[src/rtl/core_loader.sv]
// Host-side loader: decodes framed byte commands into instruction/register writes
// for the core's setup interface and releases the core into run on START.
module core_loader #(
  parameter int TIMEOUT_CYCLES = 65535,
  parameter int IMEM_WORDS     = 256
) (
  input  logic        clk,
  input  logic        rst,
  input  logic [7:0]  i_byte,
  input  logic        i_byte_valid,
  output logic        o_byte_ready,
  output logic        o_setup,
  output logic [31:0] o_pc_start_addr,
  output logic [31:0] o_inst_mem_addr,
  output logic [31:0] o_inst_mem_data,
  output logic        o_inst_wr_strobe,
  output logic [4:0]  o_load_reg_addr,
  output logic [31:0] o_load_reg_data,
  output logic        o_reg_wr_strobe,
  output logic [1:0]  o_err_code,
  output logic [15:0] o_word_count
);

  typedef enum logic [2:0] {S_IDLE, S_ADDR, S_DATA, S_COMMIT, S_RUN} state_e;

  localparam logic [7:0] CMD_IWRITE = 8'hA1;
  localparam logic [7:0] CMD_RWRITE = 8'hA2;
  localparam logic [7:0] CMD_START  = 8'hA3;
  localparam logic [7:0] CMD_HALT   = 8'hA4;

  localparam logic [1:0] ERR_NONE    = 2'd0;
  localparam logic [1:0] ERR_CMD     = 2'd1;
  localparam logic [1:0] ERR_ADDR    = 2'd2;
  localparam logic [1:0] ERR_TIMEOUT = 2'd3;

  localparam int            TW         = (TIMEOUT_CYCLES < 2) ? 1 : $clog2(TIMEOUT_CYCLES + 1);
  localparam logic [TW-1:0] TIMER_LAST = TW'(TIMEOUT_CYCLES - 1);
  localparam logic [31:0]   IMEM_BYTES = 32'(IMEM_WORDS * 4);

  state_e        state_q, state_d;
  logic [7:0]    cmd_q, cmd_d;
  logic [1:0]    cnt_q, cnt_d;
  logic [31:0]   addr_q, addr_d;
  logic [31:0]   data_q, data_d;
  logic [TW-1:0] timer_q, timer_d;
  logic          setup_q, setup_d;
  logic [31:0]   pc_q, pc_d;
  logic [31:0]   iaddr_q, iaddr_d;
  logic [31:0]   idata_q, idata_d;
  logic          istb_q, istb_d;
  logic [4:0]    raddr_q, raddr_d;
  logic [31:0]   rdata_q, rdata_d;
  logic          rstb_q, rstb_d;
  logic [1:0]    err_q, err_d;
  logic [15:0]   wcnt_q, wcnt_d;

  logic          xfer;
  logic [31:0]   addr_ins;
  logic [31:0]   data_ins;

  // Ready drops only during reset and the single commit cycle.
  assign o_byte_ready = ~rst & (state_q != S_COMMIT);
  assign xfer         = i_byte_valid & o_byte_ready;

  // Results are registered on the edge that accepts a packet's last byte, so
  // they are visible (with the strobe) during the COMMIT cycle that follows.
  always_comb begin
    state_d  = state_q;
    cmd_d    = cmd_q;
    cnt_d    = cnt_q;
    addr_d   = addr_q;
    data_d   = data_q;
    timer_d  = '0;
    setup_d  = setup_q;
    pc_d     = pc_q;
    iaddr_d  = iaddr_q;
    idata_d  = idata_q;
    istb_d   = 1'b0;
    raddr_d  = raddr_q;
    rdata_d  = rdata_q;
    rstb_d   = 1'b0;
    err_d    = err_q;
    wcnt_d   = wcnt_q;
    addr_ins = addr_q;
    addr_ins[{cnt_q, 3'b000} +: 8] = i_byte;
    data_ins = data_q;
    data_ins[{cnt_q, 3'b000} +: 8] = i_byte;

    case (state_q)
      S_IDLE: begin
        if (xfer) begin
          cmd_d  = i_byte;
          cnt_d  = 2'd0;
          addr_d = '0;
          data_d = '0;
          case (i_byte)
            CMD_IWRITE, CMD_RWRITE, CMD_START: state_d = S_ADDR;
            CMD_HALT: begin
              state_d = S_COMMIT;
              setup_d = 1'b1;
              err_d   = ERR_NONE;
            end
            default: err_d = ERR_CMD;
          endcase
        end
      end
      S_ADDR: begin
        if (xfer) begin
          addr_d = addr_ins;
          cnt_d  = cnt_q + 2'd1;
          if (cmd_q == CMD_RWRITE || cnt_q == 2'd3) begin
            cnt_d = 2'd0;
            if (cmd_q == CMD_START) begin
              state_d = S_COMMIT;
              pc_d    = addr_ins;
              err_d   = ERR_NONE;
            end else begin
              state_d = S_DATA;
            end
          end
        end
      end
      S_DATA: begin
        if (xfer) begin
          data_d = data_ins;
          cnt_d  = cnt_q + 2'd1;
          if (cnt_q == 2'd3) begin
            state_d = S_COMMIT;
            if (cmd_q == CMD_IWRITE) begin
              if (addr_q[1:0] == 2'b00 && addr_q < IMEM_BYTES) begin
                iaddr_d = addr_q;
                idata_d = data_ins;
                istb_d  = 1'b1;
                wcnt_d  = wcnt_q + 16'd1;
                err_d   = ERR_NONE;
              end else begin
                err_d = ERR_ADDR;
              end
            end else begin
              if (addr_q[7:5] == 3'b000) begin
                raddr_d = addr_q[4:0];
                rdata_d = data_ins;
                rstb_d  = 1'b1;
                err_d   = ERR_NONE;
              end else begin
                err_d = ERR_ADDR;
              end
            end
          end
        end
      end
      S_COMMIT: begin
        if (cmd_q == CMD_START) begin
          state_d = S_RUN;
          setup_d = 1'b0;
        end else begin
          state_d = S_IDLE;
        end
      end
      S_RUN: begin
        if (xfer && i_byte == CMD_HALT) begin
          cmd_d   = CMD_HALT;
          state_d = S_COMMIT;
          setup_d = 1'b1;
          err_d   = ERR_NONE;
        end
      end
      default: state_d = S_IDLE;
    endcase

    // Inter-byte timeout only runs while a packet is partially received.
    if ((state_q == S_ADDR || state_q == S_DATA) && !xfer) begin
      if (timer_q == TIMER_LAST) begin
        state_d = S_IDLE;
        err_d   = ERR_TIMEOUT;
      end else begin
        timer_d = timer_q + 1'b1;
      end
    end
  end

  always_ff @(posedge clk) begin
    if (rst) begin
      state_q <= S_IDLE;
      cmd_q   <= '0;
      cnt_q   <= '0;
      addr_q  <= '0;
      data_q  <= '0;
      timer_q <= '0;
      setup_q <= 1'b1;
      pc_q    <= '0;
      iaddr_q <= '0;
      idata_q <= '0;
      istb_q  <= 1'b0;
      raddr_q <= '0;
      rdata_q <= '0;
      rstb_q  <= 1'b0;
      err_q   <= ERR_NONE;
      wcnt_q  <= '0;
    end else begin
      state_q <= state_d;
      cmd_q   <= cmd_d;
      cnt_q   <= cnt_d;
      addr_q  <= addr_d;
      data_q  <= data_d;
      timer_q <= timer_d;
      setup_q <= setup_d;
      pc_q    <= pc_d;
      iaddr_q <= iaddr_d;
      idata_q <= idata_d;
      istb_q  <= istb_d;
      raddr_q <= raddr_d;
      rdata_q <= rdata_d;
      rstb_q  <= rstb_d;
      err_q   <= err_d;
      wcnt_q  <= wcnt_d;
    end
  end

  assign o_setup          = setup_q;
  assign o_pc_start_addr  = pc_q;
  assign o_inst_mem_addr  = iaddr_q;
  assign o_inst_mem_data  = idata_q;
  assign o_inst_wr_strobe = istb_q;
  assign o_load_reg_addr  = raddr_q;
  assign o_load_reg_data  = rdata_q;
  assign o_reg_wr_strobe  = rstb_q;
  assign o_err_code       = err_q;
  assign o_word_count     = wcnt_q;

endmodule
[config.mk]
export PLATFORM = sky130hd
export DESIGN_NAME = core_loader
export DESIGN_NICKNAME = d
export VERILOG_FILES = /design/src/rtl/core_loader.sv
export SDC_FILE = /design/constraint.sdc
export NUM_CORES = 1
export LEC_CHECK = 0
export CELL_PAD_IN_SITES_DETAIL_PLACEMENT = 2
export CELL_PAD_IN_SITES_GLOBAL_PLACEMENT = 2
export CORE_MARGIN = 4
export CORE_UTILIZATION = 33
export DETAILED_ROUTE_END_ITERATION = 16
export PLACE_DENSITY_LB_ADDON = 0.3
export SETUP_SLACK_MARGIN = 0.3
export SLEW_MARGIN = 30
export SYNTH_ARGS = -nofsm -noshare
export SYNTH_HDL_FRONTEND = slang
export SYNTH_SLANG_ARGS = --single-unit
[constraint.sdc]
create_clock -name clk -period 4.9 [get_ports clk]
set_input_delay 0.49 -clock clk [delete_from_list [all_inputs] [get_ports clk]]
set_output_delay 0.49 -clock clk [all_outputs]
set_load 0.05 [all_outputs]
==> results of run 1 <==
## power by group through the flow
| stage | logic (mW) | clock network [mW] | registers [mW] |
|---|---|---|---|
| 2_1_floorplan | 0.0757 | 0 | 2.06 |
| 3_3_place_gp | 0.126 | 0 | 2.06 |
| 3_5_place_dp | 0.128 | 0 | 2.06 |
| 4_1_cts | 0.130 | 2.18 | 2.02 |
| 5_1_grt | 0.143 | 2.27 | 2.02 |
| 6_report | 0.133 | 2.13 | 2.02 |
## cells by family after synthesis
kind of cell / synth area share, %
fa+ha+maj: 1.13
flops: 49.6
xor+xnor: 1.41
simple gates: 23.7
compound gates: 14.3
buf+inv: 6.01
mux: 3.81
## critical path, cell delays in order
cell and delay [ns]:
clkdlybuf4s50_1 0.54, nor2b_1 0.62, nand3_2 0.28, or4_2 0.94, buf_4 0.40, nand2_1 0.14
a21oi_1 0.08
## layout make-up
| class | count | area share [%] |
|---|---|---|
| multi-input combinational | 834 | 34.7 |
| inverter | 70 | 2.04 |
| tap | 390 | 3.79 |
| clock buffer | 45 | 6.95 |
| clock inverter | 4 | 0.350 |
| sequential | 247 | 38.4 |
| timing repair buffer | 178 | 13.7 |
## routing by layer
layer  share of wire [%]  vias to the layer above  track usage, %
met5               0.037                        -               0
met4                 1.3                        2            3.51
met3                 3.3                       40            2.60
met2                  48                      165            35.0
met1                  48                     4672            28.4
li1                    -                     4438               -
## cells in the mapped netlist, types with 2 or more instances
master	instances	area [um2]
dfxtp_1	247	4940
nand2_1	244	916
a21oi_1	154	771
nor2_1	81	304
nand3_1	73	365
clkbuf_1	72	270
inv_1	70	263
o21ai_0	66	330
mux2i_1	38	380
and3_1	25	156
nand4_1	17	106
a211oi_1	13	97.6
o31ai_1	12	90.1
or4_1	12	90.1
nor2b_1	10	62.6
nor4_1	10	62.6
ha_1	9	113
buf_2	8	40.0
or3_1	8	50.1
xnor2_1	8	70.1
xor2_1	8	70.1
nor3_1	6	30.0
buf_1	5	18.8
and4_1	4	35.0
a211o_1	3	26.3
a31oi_1	3	18.8
nand2b_1	3	18.8
nor4bb_1	3	30.0
o221a_2	3	33.8
and3b_1	2	17.5
nand3b_1	2	15.0
or2_2	2	12.5
## registers in the layout (all words and copies together) (netlist names)
name and count:
o_reg_wr_strobe 1, data_q 32, o_pc_start_addr 32, cmd_q 8, o_inst_wr_strobe 1, cnt_q 2, o_load_reg_data 32, o_setup 1
o_word_count 16, addr_q 32, o_inst_mem_addr 32, state_q 3, o_err_code 2, o_load_reg_addr 5, timer_q 16, o_inst_mem_data 32
## through the flow
step / instances / power [mW] / hold slack, ns / instance area (um2) / setup WS (ns)
finish: 1768 / 4.28 / 0.294 / 12900 / 1.74
global route: 1768 / 4.43 / 0.306 / 12900 / 1.49
CTS: 1767 / 4.33 / 0.458 / 12800 / 1.74
detailed placement: 1718 / 2.19 / 0.445 / 11900 / 1.25
global placement: 1718 / 2.19 / 0.437 / 11900 / 1.44
floorplan: 1237 / 2.14 / 0.432 / 9970 / 2.50
## final timing paths
| kind | slack (ns) | depth (start not counted) | startpoint | endpoint |
|---|---|---|---|---|
| worst max-delay path | 1.74 | 7 | i_byte_valid | o_inst_mem_data[26]$_SDFFE_PP0P_ |
| worst min-delay path | 0.29 | 2 | rst | o_load_reg_data[4]$_SDFFE_PP0P_ |
| worst max register to register | 1.84 | 6 | addr_q[26]$_SDFFE_PP0P_ | o_inst_mem_data[26]$_SDFFE_PP0P_ |
| worst min register to register | 0.45 | 2 | o_inst_mem_data[24]$_SDFFE_PP0P_ | o_inst_mem_data[24]$_SDFFE_PP0P_ |
==> impl_results.md, run 1 <==
- Worst-path maximum fanout: 41
- Post-CTS setup buffer count: 0
- Syn_nets: 1257
- Detail Route Antenna Nets: 0
- Most frequent cells in the layout: dfxtp_1 (247), nand2_1 (244), clkdlybuf4s50_1 (164)
- Number of diodes: 0
- DP Wirelength: 24.0 mm
- Most common cell after layout, fill and taps aside: dfxtp_1
- Clock power frac: 49.7%
- Row cnt: 63
- Crit path capture type: flip-flop
- Worst-path clk slew: 0.06 ns
- # setup viols final: 0
- F_max: 317 MHz
- RSZ-0062 raised after global routing: false
- Die area: 33100 um2
- Routed wire length: 35.4 mm
- Multi-input logic area: 4470 um2
- Share of flip-flops with an asynchronous set or reset: 0%
- Vias/cell: 5.27
- Largest net degree at the start of global routing: 121
- WP data required: 5.28 ns
- Seq/Total Area, Yosys: 49.6%
- Critical path class: in -> reg
- Max-slew violation count: 0
- EDFF count, synth: 0
- H-tree depth: 1
- Post-route DRC: 0
- Worst-Skew Late Latency: 0.54 ns
- Avg WL per Cell: 20.0 um
- Vias: 9317
- Synth unique cells: 48
- CTS tree: done
- Combinational share of power: 3.1%
- # IOs: 166
- Fin crit share: 64.4%
- Antenna violations before repair: 2
- FILL cells: 3265
- Initial Utilization: 33.6%
- Top_reg_cell synth: dfxtp_1
- Die height: 182 um
- Placer Congestion: 0.826
- CTS buffer count: 28
- Min-Delay Path Class: in -> reg
- Gr ovfl total: 0
- Hold Buf Count CTS: 0
- Placeable Area: 29700 um2
- Synthesis-to-finish area growth: 29.2%
- Register Area: 4940 um2
- Clock Tree Buf Depth: 3
- Max Cap Violations: 0
- Vias in the first global route: 9908
- Post-Syn Area: 9970 um2
- All-Layer GR Usage: 20.6%
- Max transition margin: 34.7%
- Switching share of power: 22.1%
- #FFs+latches synth: 247
- Root buf cell: clkbuf_16
- Part of the power in registers: 47.2%
- Worst Clk Skew: 0.0140 ns
- Setup_tns: 0 ns
- Die Span X: 182 um
- Detailed Routing Iterations Pass 1: 5
- Internal power: 3.33 mW
- Endpoints failing hold: 0
- Initial drt markers: 432
- Fraction of layout cells with a size suffix above 1: 5.59%
- Syn avg cell area: 8.06 um2
- Worst-margin pin slew: 0.978 ns
- Post-CTS sizing: 0
- Nets: 1379
- Post-Syn Instances: 1237
- Type of origin of the critical path: primary input
- First-pass GRT wire length: 56.1 mm
- Pwr Density: 332 nW/um2
- Syn. warnings: 0
- Port bufs: 165
- Outcome: finished, final reports clean
- Crit path DAT: 3.53 ns
- Fin crit period: 3.16 ns
- Clk sink count: 247
- Util after Layout: 43.3%
- Static Leak: 4.55 nW
- Max rail drop VDD: 0.235 mV
- Net Sw Power: 0.948 mW
No activity file was read; power rests on OpenSTA's default activity.
==> run 2, diff against run 1 <==
--- a/config.mk
+++ b/config.mk
@@ -8,7 +8,7 @@
 export CELL_PAD_IN_SITES_DETAIL_PLACEMENT = 2
 export CELL_PAD_IN_SITES_GLOBAL_PLACEMENT = 2
 export CORE_MARGIN = 4
-export CORE_UTILIZATION = 33
+export CORE_UTILIZATION = 31
 export DETAILED_ROUTE_END_ITERATION = 16
 export PLACE_DENSITY_LB_ADDON = 0.3
 export SETUP_SLACK_MARGIN = 0.3
==> constraint.sdc (replaced) <==
create_clock -name clk -period 3.1 [get_ports clk]
set_input_delay 0.31 -clock clk [delete_from_list [all_inputs] [get_ports clk]]
set_output_delay 0.31 -clock clk [all_outputs]
set_load 0.05 [all_outputs]
==> run 2 against run 1 <==
  * Final cell count grew 2.0%
  * Global-route usage shrank 1.1 points
  * Sequential power grew 58%
  * Critical path depth fell by 2
  * First-iteration DRC count shrank 5.1%
  * Clock-buffer cell count shrank 4
  * Largest power group unchanged
  * Hold slack worse by 0.14 ns
  * Critical path type is now reg -> reg
  * Setup slack lost 1.3 ns
  * Highest routed layer is now met4
  * Total power up 60%
==> impl_results.md, run 2 (synthesis gave the netlist of run 1 again) <==
- Fin cells: 1803
- Most frequent cells in the layout: dfxtp_1 (246), nand2_1 (244), clkdlybuf4s50_1 (164)
- Clk sink count: 247
- Die height: 187 um
- Placer Congestion: 0.831
- Pwr Density: 526 nW/um2
- Reg-to-reg startpoint: addr_q[27]$_SDFFE_PP0P_
- Post-route DRC: 0
- Crit path capture type: flip-flop
- Fin crit share: 85.3%
- Setup_tns: 0 ns
- # setup viols final: 0
- Post-CTS setup buffer count: 0
- CP peak stage delay: 0.78 ns
- Placed cell count: 1750
- Largest net degree at the start of global routing: 104
- Vias/cell: 5.19
- FF-to-FF End: o_word_count[13]$_SDFFE_PP0P_
- Number of diodes: 0
- Detail Route Antenna Nets: 0
- Worst-Skew Late Latency: 0.54 ns
- Synthesis-to-finish area growth: 31.0%
- Max-slew violation count: 0
- Antenna violations before repair: 1
- First-pass GRT wire length: 56.2 mm
- Placeable Area: 31600 um2
- Port bufs: 165
- Dpl ws: 0.258 ns
- Gr ovfl total: 0
- Detailed Routing Iterations Pass 1: 4
- Row cnt: 65
- Die area: 35100 um2
- H-tree depth: 1
- Avg WL per Cell: 19.8 um
- Vias: 9356
- Routed wire length: 35.6 mm
- Util after Layout: 41.3%
- Initial drt markers: 410
- Worst Min Path Start: rst
- Worst Clk Skew: 0.0114 ns
- Vias in the first global route: 9919
- Nets: 1399
- Max Cap Violations: 0
- Outcome: finished, final reports clean
- RSZ-0062 raised after global routing: false
- Fin crit period: 2.64 ns
- Worst-margin pin slew: 0.822 ns
- Worst-path clk slew: 0.06 ns
- Worst setup margin: 0.456 ns
- Crit path cell chain: nor4_1 -> nand4_1 -> or4_4 -> or4_1 -> a21oi_1
- WP data required: 3.56 ns
- FF-to-FF path depth: 5
- R2R setup slack: 0.46 ns
- Worst Hold Depth: 2
- Max transition margin: 45.2%
- Pwr Total: 6.87 mW
- F_max: 378 MHz
- All-Layer GR Usage: 19.5%
- Hold Buf Count CTS: 0
- Most common cell after layout, fill and taps aside: dfxtp_1
- Hold EP: addr_q[7]$_SDFFE_PP0P_
- Endpoints failing hold: 0
- Max rail drop VDD: 0.378 mV
- Worst-path maximum fanout: 24
- Crit path DAT: 3.11 ns
- Static Leak: 4.66 nW
- CP max-delay cell: or4_4
- Die Span X: 187 um
- Critical path class: reg -> reg
- Fraction of layout cells with a size suffix above 1: 7.07%
- # IOs: 166
- CTS tree: done
- CTS buffer count: 29
- Min-Delay Path Class: in -> reg
- Clock Tree Buf Depth: 3
- Type of origin of the critical path: flip-flop
- Root buf cell: clkbuf_16
- DP Wirelength: 24.1 mm
- Initial Utilization: 31.5%
-- run 2: cell types whose count changed in the layout (fill, tap and decap cells not counted), sizes merged --
cell,previous run,this run
buf,14,33
bufinv,1,2
clkbuf,45,41
clkinv,3,7
clkinvlp,0,3
-- run 2: per-stage QoR --
stage | area, um2 | hold slack (ns)
after floorplan | 9970 | 0.432
after global placement | 12100 | 0.437
after detailed placement | 12100 | 0.451
after CTS | 13100 | 0.137
after global routing | 13100 | 0.156
final | 13100 | 0.153
-- run 2: routing by layer --
layer	GRT usage, %	wire, um
met1	26.8	16800
met2	32.8	16600
met3	2.80	1690
met4	3.50	497
met5	0	0
-- run 2: area by class of cell --
class                           count  area [um2]
Clock inverter                     12         118
Timing Repair Buffer              197        1920
Fill cell                        3576       18600
Tap cell                          402         503
Multi-Input combinational cell    834        4450
Sequential cell                   247        4950
Inverter                           70         263
Clock buffer                       41         861
-- run 2: worst max-delay path by stage --
| stage | start | to | slack [ns] |
|---|---|---|---|
| global placement | i_byte[6] | state_q[0]$_SDFF_PP0_ | 0.27 |
| detailed placement | i_byte[6] | state_q[0]$_SDFF_PP0_ | 0.26 |
| CTS | addr_q[10]$_SDFFE_PP0P_ | o_word_count[13]$_SDFFE_PP0P_ | 0.44 |
| floorplan | rst | o_word_count[13]$_SDFFE_PP0P_ | 0.88 |
| global route | addr_q[10]$_SDFFE_PP0P_ | o_word_count[13]$_SDFFE_PP0P_ | 0.32 |
| finish | addr_q[27]$_SDFFE_PP0P_ | o_word_count[13]$_SDFFE_PP0P_ | 0.46 |
-- run 2: repair_timing --
item,in CTS,in global routing
endpoints found under the setup margin,1,0
gates resized for setup,1,0
hold endpoints to repair,0,0
-- run 2: worst max-delay path: cells and delay by family, from the launching register on --
family / cells / cell delay (ns)
simple gates: 4 / 2.05
flops: 1 / 0.33
compound gates: 1 / 0.18
-- run 2: report_power, final --
part	switching [mW]	internal, mW	total, mW
clock network	1.37	2.09	3.46
logic	0.164	0.0535	0.217
registers	0.00827	3.18	3.19
total	1.54	5.33	6.87
==> run 3, diff against run 2 <==
--- a/config.mk
+++ b/config.mk
@@ -7,6 +7,7 @@
 export LEC_CHECK = 0
 export CELL_PAD_IN_SITES_DETAIL_PLACEMENT = 2
 export CELL_PAD_IN_SITES_GLOBAL_PLACEMENT = 2
+export CORE_ASPECT_RATIO = 1.25
 export CORE_MARGIN = 4
 export CORE_UTILIZATION = 31
 export DETAILED_ROUTE_END_ITERATION = 16
==> run 3 against run 2 <==
  * Setup slack lost 0.012 ns
  * Critical path depth is the same
  * Design area down 1.0%
  * Flip-flop and latch count unchanged
  * Critical path type unchanged
  * Clock power shrank 9.2%
==> impl_results.md, run 3 (synthesis gave the netlist of run 1 again) <==
- Clk sink count: 247
- CP peak stage delay: 0.78 ns
- Placer Congestion: 0.825
- # setup viols final: 0
- Antenna violations before repair: 0
- Max-slew violation count: 0
- Type of origin of the critical path: flip-flop
- CP top delay family: simple AND/OR/NAND/NOR gates
- Routed wire length: 35.7 mm
- FF-to-FF End: o_word_count[14]$_SDFFE_PP0P_
- Max rail drop VDD: 0.301 mV
- Die Span X: 168 um
- Setup_tns: 0 ns
- FILL cells: 3610
- R2R setup slack: 0.44 ns
- Fraction of layout cells with a size suffix above 1: 6.38%
- Placeable Area: 31800 um2
- Clock power frac: 47.9%
- Synthesis-to-finish area growth: 29.7%
- Outcome: finished, final reports clean
- Worst Clk Skew: 0.00917 ns
- FF-to-FF path depth: 5
- Max transition margin: 44.8%
- Static Leak: 4.58 nW
- Port bufs: 165
- Largest net degree at the start of global routing: 88
- H-tree depth: 1
- DP Wirelength: 24.5 mm
- Switching share of power: 22.5%
- Post-route DRC: 0
- Vias in the first global route: 10082
- Vias/cell: 5.23
- Root buf cell: clkbuf_16
- Net Sw Power: 1.47 mW
- Nets: 1395
- Worst-path maximum fanout: 24
- Avg WL per Cell: 19.8 um
- Crit path capture type: flip-flop
- CTS buffer count: 27
- Worst-margin pin slew: 0.827 ns
- Hold slack: 0.186 ns
- Initial drt markers: 534
- Detailed Routing Iterations Pass 1: 4
- Critical path class: reg -> reg
- Gr ovfl total: 0
- Initial Utilization: 31.4%
- Reg-to-reg startpoint: addr_q[13]$_SDFFE_PP0P_
- Fin crit share: 85.7%
- Post-CTS setup buffer count: 0
- All-Layer GR Usage: 19.8%
- Max Cap Violations: 0
- Most frequent cells in the layout: dfxtp_1 (246), nand2_1 (244), clkdlybuf4s50_1 (164)
- Most common cell after layout, fill and taps aside: dfxtp_1
- Crit path capture: o_word_count[14]$_SDFFE_PP0P_
- Die area: 35100 um2
- Internal power: 5.09 mW
- Detail Route Antenna Nets: 0
- Worst-Skew Late Latency: 0.53 ns
- Combinational share of power: 3.4%
- RSZ-0062 raised after global routing: true
- Endpoints failing hold: 0
- Pwr Density: 507 nW/um2
- Fin crit period: 2.66 ns
- CP Buf/Inv Count: 0
- # IOs: 166
- Crit path cell chain: nor4_1 -> nand4_1 -> or4_4 -> or4_1 -> a21oi_1
- Path length in cells of the critical path: 5
- Clock Tree Buf Depth: 3
- Part of the power in registers: 48.7%
- First-pass GRT wire length: 56.9 mm
- Number of diodes: 0
- F_max: 376 MHz
- Min-Delay Path Class: in -> reg
- Vias: 9443
- Row cnt: 73
- CP Launch Point: addr_q[13]$_SDFFE_PP0P_
- CTS tree: done
- Worst-path clk slew: 0.06 ns
- Crit path DAT: 3.11 ns
- CP max-delay cell: or4_4
- WP data required: 3.55 ns
- Die height: 209 um
[run 3: changes by cell type in the layout (fill, tap and decap cells not counted), moves of 2 or more]
| cell | previous run | this run |
|---|---|---|
| clkbuf_8 | 9 | 7 |
| clkbuf_1 | 3 | 8 |
| clkbuf_16 | 29 | 27 |
| clkinv_2 | 7 | 5 |
| clkinvlp_4 | 3 | 0 |
[run 3: routing by layer]
layer  wire length, um  share of wire (%)  vias to the layer above  global-route usage, %
met5                 0                  0                        -                      0
met4               829                2.3                        0                   4.96
met3              1090                3.0                       43                   2.22
met2             17600                 49                      167                   34.6
met1             16300                 45                     4776                   26.0
li1                  -                  -                     4457                      -
[run 3: how the worst min path moves through the flow]
stage                           start                      endpoint  slack (ns)  cells after the start
2_1_floorplan  data_q[0]$_SDFFE_PP0P_        data_q[0]$_SDFFE_PP0P_        0.43                      2
3_3_place_gp   data_q[7]$_SDFFE_PP0P_        data_q[7]$_SDFFE_PP0P_        0.44                      2
3_5_place_dp   data_q[6]$_SDFFE_PP0P_        data_q[6]$_SDFFE_PP0P_        0.45                      2
4_1_cts                           rst  o_word_count[0]$_SDFFE_PP0P_        0.18                      2
5_1_grt                           rst  o_word_count[0]$_SDFFE_PP0P_        0.18                      2
6_report                          rst  o_word_count[0]$_SDFFE_PP0P_        0.19                      2
[run 3: cell type report]
type	count	area [um2]	share of cell area, %
Sequential cell	247	4950	38.2
Multi-Input combinational cell	834	4460	34.5
Timing Repair Buffer	195	1890	14.6
Clock buffer	42	802	6.20
Tap cell	412	515	3.99
Inverter	70	263	2.03
Clock inverter	6	55.1	0.426
[run 3: timing repair]
item	in CTS	in global routing
pin swaps	0	1
hold buffers	0	0
resized for setup	1	1
endpoints found under the setup margin	1	5
[run 3: through the flow]
stage / std cells / util [%] / setup slack (ns) / power (mW) / area, um2
after floorplan: 1237 / - / 0.881 / 3.38 / 9970
after global placement: 1758 / 38.0 / 0.508 / 3.48 / 12100
after detailed placement: 1758 / 38.0 / 0.374 / 3.48 / 12100
after CTS: 1806 / 40.7 / 0.427 / 6.64 / 12900
after global routing: 1806 / 40.7 / 0.287 / 6.81 / 12900
final: 1806 / 40.7 / 0.443 / 6.56 / 12900
[run 3: power by group through the flow]
| stage | registers (mW) | clock network (mW) | logic, mW |
|---|---|---|---|
| finish | 3.19 | 3.14 | 0.223 |
| global route | 3.19 | 3.38 | 0.238 |
| CTS | 3.19 | 3.22 | 0.222 |
| detailed placement | 3.26 | 0 | 0.221 |
| global placement | 3.26 | 0 | 0.218 |
| floorplan | 3.26 | 0 | 0.120 |
==> variant, RTL diff (config.mk and constraints of run 3) <==
Encoding of `state_e`: now one-hot (5 bits for 5 states).
--- a/src/rtl/core_loader.sv
+++ b/src/rtl/core_loader.sv
@@ -23,3 +23,3 @@
 
-  typedef enum logic [2:0] {S_IDLE, S_ADDR, S_DATA, S_COMMIT, S_RUN} state_e;
+  typedef enum logic [4:0] {S_IDLE = 5'b00001, S_ADDR = 5'b00010, S_DATA = 5'b00100, S_COMMIT = 5'b01000, S_RUN = 5'b10000} state_e;
 
Formal check against the unedited RTL: no difference found for any inputs over 4 cycles, from zero or initial values and one cycle with rst high; so few cycles prove little.
==> variant against run 3 <==
Wire length decreased by 4.3%. Core utilization rose by 0.63 points. Power grew 2.5%. Area after synthesis is 0.80% lower. Worst setup slack improved by 110 ps. Critical path depth is 2 higher. Clock power increased by 6.4%. Sequential cell count grew 2. Final area down 0.14%. Critical endpoint is now o_load_reg_data[29]. Largest cell class unchanged. Largest power group is now clock.
==> variant: results (changes against run 3) <==
Outcome
  – Outcome: completed (unchanged)

Pwr
  – Max IR drop VDD: 384.3 µV (was 300.7 µV)
  – Leak pwr: 4.568 nW (was 4.584 nW)

Timing
  – Fmax achieved: 392.7 MHz (was 376.4 MHz)
  – Slew headroom: 0.2382 (was 0.4477)
  – Hold_ws: 350.6 ps (was 185.7 ps)
  – Setup Skew: 19.99 ps (was 9.170 ps)

GRT
  – GRT met1 Usage: 0.2300 (was 0.2602)
  – Largest net degree at the start of global routing: 208 (was 88)
  – GRT met2 Usage: 0.3534 (was 0.3455)
  – Met3 usage: 0.03600 (was 0.02223)
  – Wire length of the first global-routing pass: 55.38 mm (was 56.87 mm)

Worst setup path
  – Worst reg2reg path startpoint: state_q[2] (was addr_q[13])
  – Critical path fanouts, max: 37 (was 24)
  – Worst reg-to-reg path cell count: 7 (was 5)
  – Slowest cell on the critical path: nor4_2 (was or4_4)
  – Worst path arrival time: 2990 ps (was 3110 ps)
  – Reg2reg setup slack: 550 ps (was 440 ps)
  – Critical R2R Capture: o_load_reg_data[29] (was o_word_count[14])

Logic synthesis
  – Post-synth net total: 1250 (was 1257)
  – Post-Syn Instances: 1230 (was 1237)
  – Post-synth top cells: dfxtp_1 (249), nor2_1 (236), nand2_1 (152) (was dfxtp_1 (247), nand2_1 (244), a21oi_1 (154))

Final layout
  – Fin nets: 1397 (was 1395)
  – Layout cells sized above 1: 0.06299 (was 0.06385)

Detailed routing
  – Routed WL: 34.19 mm (was 35.73 mm)
  – Vias/cell: 5.054 (was 5.229)
  – DRC violation total after the first TritonRoute iteration: 435 (was 534)
  – Routed met2 length: 17.41 mm (was 17.56 mm)

Place
  – DP HPWL: 23.72 mm (was 24.46 mm)
  – Placement Setup Slack: 481.7 ps (was 374.2 ps)
  – Placed Area: 12000 µm² (was 12070 µm²)

Hold path
  – WHS Endpoint: cmd_q[7] (was o_word_count[0])
variant: logic make-up after synthesis:
logic type / synth area share
xor gates and xnor gates: 0.02302
buffers and inverters: 0.06160
and+or+nand+nor: 0.2647
adders and majority gates: 0.01138
DFF: 0.5039
AOI/OAI and AO/OA: 0.1353
variant: final cells by class:
| type | instances | area, µm² |
|---|---|---|
| clock buffer | 41 | 798.3 |
| clock inverter | 8 | 118.9 |
| fill | 3465 | 18340 |
| inverter | 72 | 270.3 |
| multi-input combinational | 832 | 4320 |
| sequential | 249 | 4985 |
| tap | 407 | 509.2 |
| timing repair buffer | 195 | 1914 |
variant: worst max path at each step:
| stage | start | to | depth (start not counted) |
|---|---|---|---|
| after floorplan | cnt_q[0] | data_q[0] | 7 |
| after global placement | i_byte_valid | o_inst_mem_addr[12] | 8 |
| after detailed placement | i_byte_valid | o_inst_mem_addr[13] | 8 |
| after CTS | state_q[2] | o_byte_ready | 4 |
| after global routing | state_q[2] | o_inst_mem_addr[5] | 7 |
| final | state_q[2] | o_load_reg_data[29] | 7 |
variant: power breakdown:
group | total, mW | switching, mW | leakage [nW] | internal (mW)
clock network | 3.34 | 1.32 | 0.453 | 2.02
logic | 0.172 | 0.127 | 2.11 | 0.0447
registers | 3.21 | 0.00699 | 2.01 | 3.21
total | 6.72 | 1.45 | 4.57 | 5.27
variant: what timing repair did:
item / 4_1_cts / 5_1_grt
gates resized for setup: 1 / 0
hold buffers: 0 / 0
setup endpoints to repair: 1 / 0
endpoints found under the hold margin: 0 / 0
variant: worst reg2reg max path, cell delays in order (launching register included):
cell	delay, ps
dfxtp_1	420
nor4_2	490
a21o_1	460
nor2_4	160
nand2_1	170
buf_4	420
nor2_1	170
nor3_1	170
